[config.mk]
export PLATFORM = sky130hd
export DESIGN_NAME = pipe_stage_buf_flat
export DESIGN_NICKNAME = d
export VERILOG_FILES = /design/src/rtl/pipe_stage_buf_if.sv /design/src/rtl/pipe_stage_buf.sv /design/src/flat_wrapper.sv
export SDC_FILE = /design/constraint.sdc
export NUM_CORES = 1
export LEC_CHECK = 0
export CAP_MARGIN = 20
export CELL_PAD_IN_SITES_DETAIL_PLACEMENT = 0
export CELL_PAD_IN_SITES_GLOBAL_PLACEMENT = 1
export CORE_MARGIN = 2
export CORE_UTILIZATION = 43
export DETAILED_ROUTE_END_ITERATION = 8
export PLACE_DENSITY = 0.91
export SYNTH_ARGS = -nofsm -noshare
export SYNTH_HDL_FRONTEND = slang
export SYNTH_SLANG_ARGS = --single-unit
[constraint.sdc]
create_clock -name clk -period 19.9 [get_ports clk]
set_input_delay 1.99 -clock clk [delete_from_list [all_inputs] [get_ports clk]]
set_output_delay 1.99 -clock clk [all_outputs]
set_load 0.02 [all_outputs]
[src/rtl/pipe_stage_buf_if.sv]
// -----------------------------------------------------------------------------
// pipe_stage_buf_if
//   Valid/ready handshake bundle used between MIPS pipeline stages.
//   The producer drives valid and data. The consumer drives ready.
//   A transfer happens on a rising clock edge when valid && ready.
//
// Signals
//   valid  producer -> consumer  data holds a valid instruction payload
//   ready  consumer -> producer  consumer takes data this cycle
//   data   producer -> consumer  opaque payload (IR, PC8, AO, DR, A3, Res, ...)
//
// Modports
//   master  producer side (drives valid/data, observes ready)
//   slave   consumer side (observes valid/data, drives ready)
// -----------------------------------------------------------------------------
interface pipe_stage_buf_if #(
  parameter int DATA_W = 136
);
  logic              valid;
  logic              ready;
  logic [DATA_W-1:0] data;

  modport master (output valid, output data, input  ready);
  modport slave  (input  valid, input  data, output ready);
endinterface

[src/rtl/pipe_stage_buf.sv]
// -----------------------------------------------------------------------------
// pipe_stage_buf
//   Generic inter-stage pipeline register for the MIPS pipeline
//   (F/D, D/E, E/M and M/W). Features:
//     - valid/ready handshake, so a stalled stage applies back-pressure
//     - synchronous flush, for branch and exception redirects
//     - an optional 2-entry skid buffer, so that in_ready comes straight
//       from a flop
//     - a saturating count of stall cycles
//
// Parameters
//   DATA_W  payload width (default is the M/W bundle: 4x32 + 5 + 2 + 1)
//   SKID    1: two entries, in_ready registered
//           0: one entry, in_ready combinational through out_ready
//   BUBBLE  payload shown while the stage is empty (all zero = nop, A3 = 0)
//   CNT_W   width of stall_cnt
//
// Ports
//   clk        clock; all state changes on the rising edge
//   reset      asynchronous, active-high reset
//   in_if      slave side of the upstream handshake (in_valid/in_ready/in_data)
//   out_if     master side of the downstream handshake (out_valid/out_ready/out_data)
//   flush      synchronous kill of all held entries
//   stall_cnt  number of cycles with out_valid && !out_ready (saturating)
// -----------------------------------------------------------------------------
module pipe_stage_buf #(
  parameter int                DATA_W = 136,
  parameter bit                SKID   = 1'b1,
  parameter logic [DATA_W-1:0] BUBBLE = '0,
  parameter int                CNT_W  = 16
) (
  input  logic                 clk,
  input  logic                 reset,
  pipe_stage_buf_if.slave      in_if,
  pipe_stage_buf_if.master     out_if,
  input  logic                 flush,
  output logic [CNT_W-1:0]     stall_cnt
);

  // State tracks occupancy.
  //   ST_EMPTY  no entries held
  //   ST_FULL1  main register valid
  //   ST_FULL2  main and skid registers valid (only reachable with SKID=1)
  typedef enum logic [1:0] {
    ST_EMPTY = 2'd0,
    ST_FULL1 = 2'd1,
    ST_FULL2 = 2'd2
  } state_e;

  state_e            state_q, state_d;
  logic [DATA_W-1:0] main_q, main_d;   // output register, drives out_data
  logic [DATA_W-1:0] skid_q, skid_d;   // overflow register, holds the younger entry
  logic              in_ready_q;
  logic              in_ready;
  logic              out_valid;
  logic              accept;
  logic              retire;

  assign out_valid = (state_q != ST_EMPTY);

  // With the skid buffer, in_ready is a flop, which breaks the ready path
  // between stages. Without it, a stalled stage can still accept when
  // downstream drains in the same cycle.
  assign in_ready = SKID ? in_ready_q : (!out_valid || out_if.ready);

  assign accept = in_if.valid && in_ready;
  assign retire = out_valid && out_if.ready;

  assign in_if.ready  = in_ready;
  assign out_if.valid = out_valid;
  assign out_if.data  = main_q;

  // Next-state and datapath logic.
  always_comb begin
    // NOTE: every signal assigned here gets a default first. This means
    // "hold" is the implicit case, and no path can infer a latch.
    state_d = state_q;
    main_d  = main_q;
    skid_d  = skid_q;

    unique case (state_q)
      ST_EMPTY: begin
        if (accept) begin
          main_d  = in_if.data;
          state_d = ST_FULL1;
        end
      end
      ST_FULL1: begin
        if (accept && retire) begin
          main_d = in_if.data;
        end else if (accept) begin
          // Downstream is stalled, so the new entry parks behind main.
          skid_d  = in_if.data;
          state_d = ST_FULL2;
        end else if (retire) begin
          main_d  = BUBBLE;
          state_d = ST_EMPTY;
        end
      end
      ST_FULL2: begin
        // in_ready is low here, so only a retire can happen.
        if (retire) begin
          main_d  = skid_q;
          skid_d  = BUBBLE;
          state_d = ST_FULL1;
        end
      end
      default: begin
        main_d  = BUBBLE;
        skid_d  = BUBBLE;
        state_d = ST_EMPTY;
      end
    endcase

    // Flush overrides everything and discards any accept in the same cycle.
    if (flush) begin
      main_d  = BUBBLE;
      skid_d  = BUBBLE;
      state_d = ST_EMPTY;
    end
  end

  // State, payload and registered ready.
  // NOTE: the payload registers are reset along with the control state,
  // because out_data must read BUBBLE as soon as reset is asserted. The
  // downstream stage samples it as a nop.
  always_ff @(posedge clk or posedge reset) begin
    if (reset) begin
      state_q    <= ST_EMPTY;
      main_q     <= BUBBLE;
      skid_q     <= BUBBLE;
      in_ready_q <= 1'b1;
    end else begin
      // NOTE: sequential state uses non-blocking assignments only, so every
      // flop samples values from before the edge.
      state_q    <= state_d;
      main_q     <= main_d;
      skid_q     <= skid_d;
      in_ready_q <= (state_d != ST_FULL2);
    end
  end

  // The stall counter ignores flush and is cleared only by reset.
  always_ff @(posedge clk or posedge reset) begin
    if (reset) begin
      stall_cnt <= '0;
    end else if (out_valid && !out_if.ready && (stall_cnt != {CNT_W{1'b1}})) begin
      stall_cnt <= stall_cnt + CNT_W'(1);
    end
  end

endmodule
[src/flat_wrapper.sv]
// flat-port wrapper written by rule: the top's interface ports become plain ports
module pipe_stage_buf_flat 
#(
  parameter int                DATA_W = 136,
  parameter bit                SKID   = 1'b1,
  parameter logic [DATA_W-1:0] BUBBLE = '0,
  parameter int                CNT_W  = 16
)
  (clk, reset, flush, stall_cnt, in_if_valid, in_if_data, in_if_ready, out_if_valid, out_if_data, out_if_ready);
  pipe_stage_buf_if #(.DATA_W(DATA_W)) in_if_i ();
  pipe_stage_buf_if #(.DATA_W(DATA_W)) out_if_i ();
  input  logic clk;
  input  logic reset;
  input  logic flush;
  output logic [CNT_W-1:0] stall_cnt;
  input wire logic [$bits(in_if_i.valid)-1:0] in_if_valid;
  input wire logic [$bits(in_if_i.data)-1:0] in_if_data;
  output wire logic [$bits(in_if_i.ready)-1:0] in_if_ready;
  output wire logic [$bits(out_if_i.valid)-1:0] out_if_valid;
  output wire logic [$bits(out_if_i.data)-1:0] out_if_data;
  input wire logic [$bits(out_if_i.ready)-1:0] out_if_ready;
  assign in_if_i.valid = in_if_valid;
  assign in_if_i.data = in_if_data;
  assign in_if_ready = in_if_i.ready;
  assign out_if_valid = out_if_i.valid;
  assign out_if_data = out_if_i.data;
  assign out_if_i.ready = out_if_ready;
  pipe_stage_buf #(.DATA_W(DATA_W), .SKID(SKID), .BUBBLE(BUBBLE), .CNT_W(CNT_W)) u_core (.clk(clk), .reset(reset), .in_if(in_if_i), .out_if(out_if_i), .flush(flush), .stall_cnt(stall_cnt));
endmodule
==> results.md <==
- finished clean — outcome
- 0.0597 mV — Worst VDD drop
- 291 — flip-flop and latch count after synthesis
- 0 — Yosys Warn Count
- in2reg — kind of critical path
- 25.7% — worst slew slack as a fraction of its limit
- 14940 ps — pre-CTS setup slack
- 295 — Top Ports
- 3 — Max Root-Sink Buffers
- 1120 ps — worst slew pin tran
- 137 — maximum number of pins on one net before global-route repair
- 32.3% — layout overhead on the synthesized area
- clkbuf_16 — clock root buffer master
- u_core.out_if.data[11] — end of the worst register-to-register path
- 57.8% — core utilization of the finished layout
- 0 — DRC violations left
- 0 — count of final max-slew check failures
- 2 — antenna violations before repair
- 75 — highest net fanout along the worst path
- 21.4% — global-route usage over all layers
- 20700 microns — Detailed Place HPWL
- dfrtp_1 — Main synth FF type
- 19.0 microns — average routed wire per standard cell
- 0 ps — Setup TNS
- clkdlybuf4s50_1 -> nand3_1 -> a21oi_4 -> buf_4 -> buf_4 -> a22oi_1 -> o2bb2ai_1 — critical-path cell list
- 0 — number of enable flip-flop cells after synthesis
- 227 MHz — Max Freq
- 9847 — total number of vias
- 10150 — vias in the first global route
- 6.32 ps — Final Skew
- 56.3% — sequential fraction of the synthesis area
- 1750 — placed cells
- 294 — count of buffers from port buffering
- 22.2% — final clock period utilization by the worst path
- 5.44 — Vias/cell
- 0 — count of instances resized after the clock tree is built
- u_core.in_if.ready — critical register-to-register path startpoint
- 54600 microns — global-route wire length before repair
- 0 — total inserted antenna cells
- 290 x dfrtp_1, 143 x nand2_1, 139 x inv_1 — ranking of synthesized cells by instance count
- 177 microns — y dimension of the die
- u_core.out_if.data[94] — end of the worst hold path
- 31500 sq um — die footprint
- 291 — # clock sinks
- 2489 — FILL cells
- false — setup repair after global routing missed its margin
- 1285 — total nets after synthesis
- 16000 sq um — cell area after placement
- buf_4 — most numerous cell on the critical path
- 5 — length of the first detailed-routing pass in iterations
- 177 microns — die width
- 43 — unique cell type count in the Yosys netlist
- 485 ps — Worst Hold Slack
- 60 ps — clock transition at the registers of the reported paths
- dfrtp_1 — Yosys top cell by area
- 0.807 — weighted congestion at the end of routability-driven global placement
- 1143 — Post-Synthesis Cells
- 770 — number of DRC markers in iteration 0
- 6 — R2R cell count
- 43.7% — Initial Utilization
- 1 — H-tree Lvls
- 0 — global route total overflow
- 0 — Final Setup Violations
- 7.43 nW — Static Leak
- 89.4 nW/um^2 — ratio of total power to cell area
- 3 — sum of buffers and inverters on the critical path
- 0 — max-cap check violation count
- 560 ps — worst-skew pair later-pin latency
- 11.3 sq um — synthesized area per cell
- reg2reg — class of the tightest hold or removal check
- 31 — CTS Buf Count
- 0 — number of post-CTS setup repair buffers
- 17060 ps — setup slack, reg-to-reg
- 17100 sq um — summed area of non-filler cells in the final layout
- 15490 ps — post-layout worst setup margin
- 12900 sq um — post-synthesis instance area
- u_core.out_if.data[94] — min-delay src
- buffers and inverters — cell family contributing the most delay on the critical path
- dfrtp_1 56%, mux2i_1 11%, o2bb2ai_1 9.2%, a22oi_1 7.9%, nand2_1 4.1% — largest cells by area after synthesis
- 7 — depth of the critical timing path with buffers and inverters included
- 0 — Routed Antenna Nets
- 4880 ps — CP Data Arrival Time
- input port — kind of start point of the critical path
- 0 — number of hold violations in the final report
- 1537 — post-layout net count
- 0 — number of hold buffers added after CTS
- 800 ps — stage delay of the slowest cell on the critical path
- buf_4 — Critical Path Slowest Stage Cell
- out_if_ready — timing startpoint of the critical path
- 5.71% — fraction of final layout cells sized beyond drive strength 1
- 1.53 mW — total design power
- dfrtp_1 — count leader, synth
- 34400 microns — aggregate routed wire length
- 63 — standard-cell row count
- 100% — async set-or-reset flop fraction in the synthesized netlist
- yes — CTS tree
- 1809 — Final Non-Filler Cells
- 56.1% — area share of the leading cell type in the synthesized netlist
- 1 — number of cells on the worst hold path
- 20370 ps — critical path required time
- 4410 ps — minimum period implied by the final worst setup slack
- flip-flop — Worst Setup End Kind
- 29600 sq um — Floorplan Core Area
[routing by layer]
layer	track usage, %	part of all wire (%)
met1	29.8	45
met2	33.4	46
met3	4.41	6.7
met4	6.59	2.8
met5	0	0.032
[registers in the layout, summed over array words and instances (netlist names)]
name                count
u_core.out_if.data    136
u_core.skid_q         136
u_core.stall_cnt       16
u_core.in_if.ready      1
u_core.state_q          2
[worst max-delay path by stage]
stage,end,slack (ps)
after floorplan,u_core.out_if.data[0],9880
after global placement,u_core.out_if.data[41],14990
after detailed placement,u_core.out_if.data[30],14940
after CTS,u_core.out_if.data[35],15500
after global routing,u_core.out_if.data[119],15340
final,u_core.out_if.data[11],15490
[worst register-to-register path: cells and delay by family, from the launching register on]
kind	cells	cell delay (ps)
simple gates	1	150
flops	1	560
compound gates	3	650
buf+inv	2	1400
[cell families after synthesis]
family                     count (synthesis)  share of synthesized area (%)
adders and majority gates                  1                         0.0967
and+or+nand+nor                          179                           5.85
AOI/OAI and AO/OA                        290                           18.2
DFF                                      291                           56.3
muxes                                    137                           10.6
buffers and inverters                    230                           7.98
xor gates and xnor gates                  15                           1.02
[layout by cell type, fill, tap and decap left out, types with 3 or more instances in the layout]
cell type          n
a21oi_4            3
a22oi_1          136
and3_1             5
buf_4             14
bufinv_16          4
clkbuf_1           5
clkbuf_16         31
clkbuf_8           6
clkdlybuf4s50_1  294
clkinv_2           6
clkinvlp_4         3
dfrtp_1          290
inv_1            138
mux2i_1          136
nand2_1          143
nand3_1            6
nand4_1            6
nor2_1             5
o2bb2ai_1        136
xnor2_1           14
[cell type report]
type                    instances  area [sq um]  share of cell area, %
flip-flops and latches        291          7280                   42.5
clock inverters                15           190                   1.11
repair buffers                310          3100                   18.1
inverters                     139           529                   3.09
clock buffers                  42           877                   5.12
well taps                     390           488                   2.85
multi-input cells             622          4660                   27.2
[report_power, final]
group | switching, mW | internal (mW)
clock network | 0.237 | 0.360
logic | 0.146 | 0.121
registers | 0.0319 | 0.635
total | 0.415 | 1.12
No activity file was read; power rests on OpenSTA's default activity.
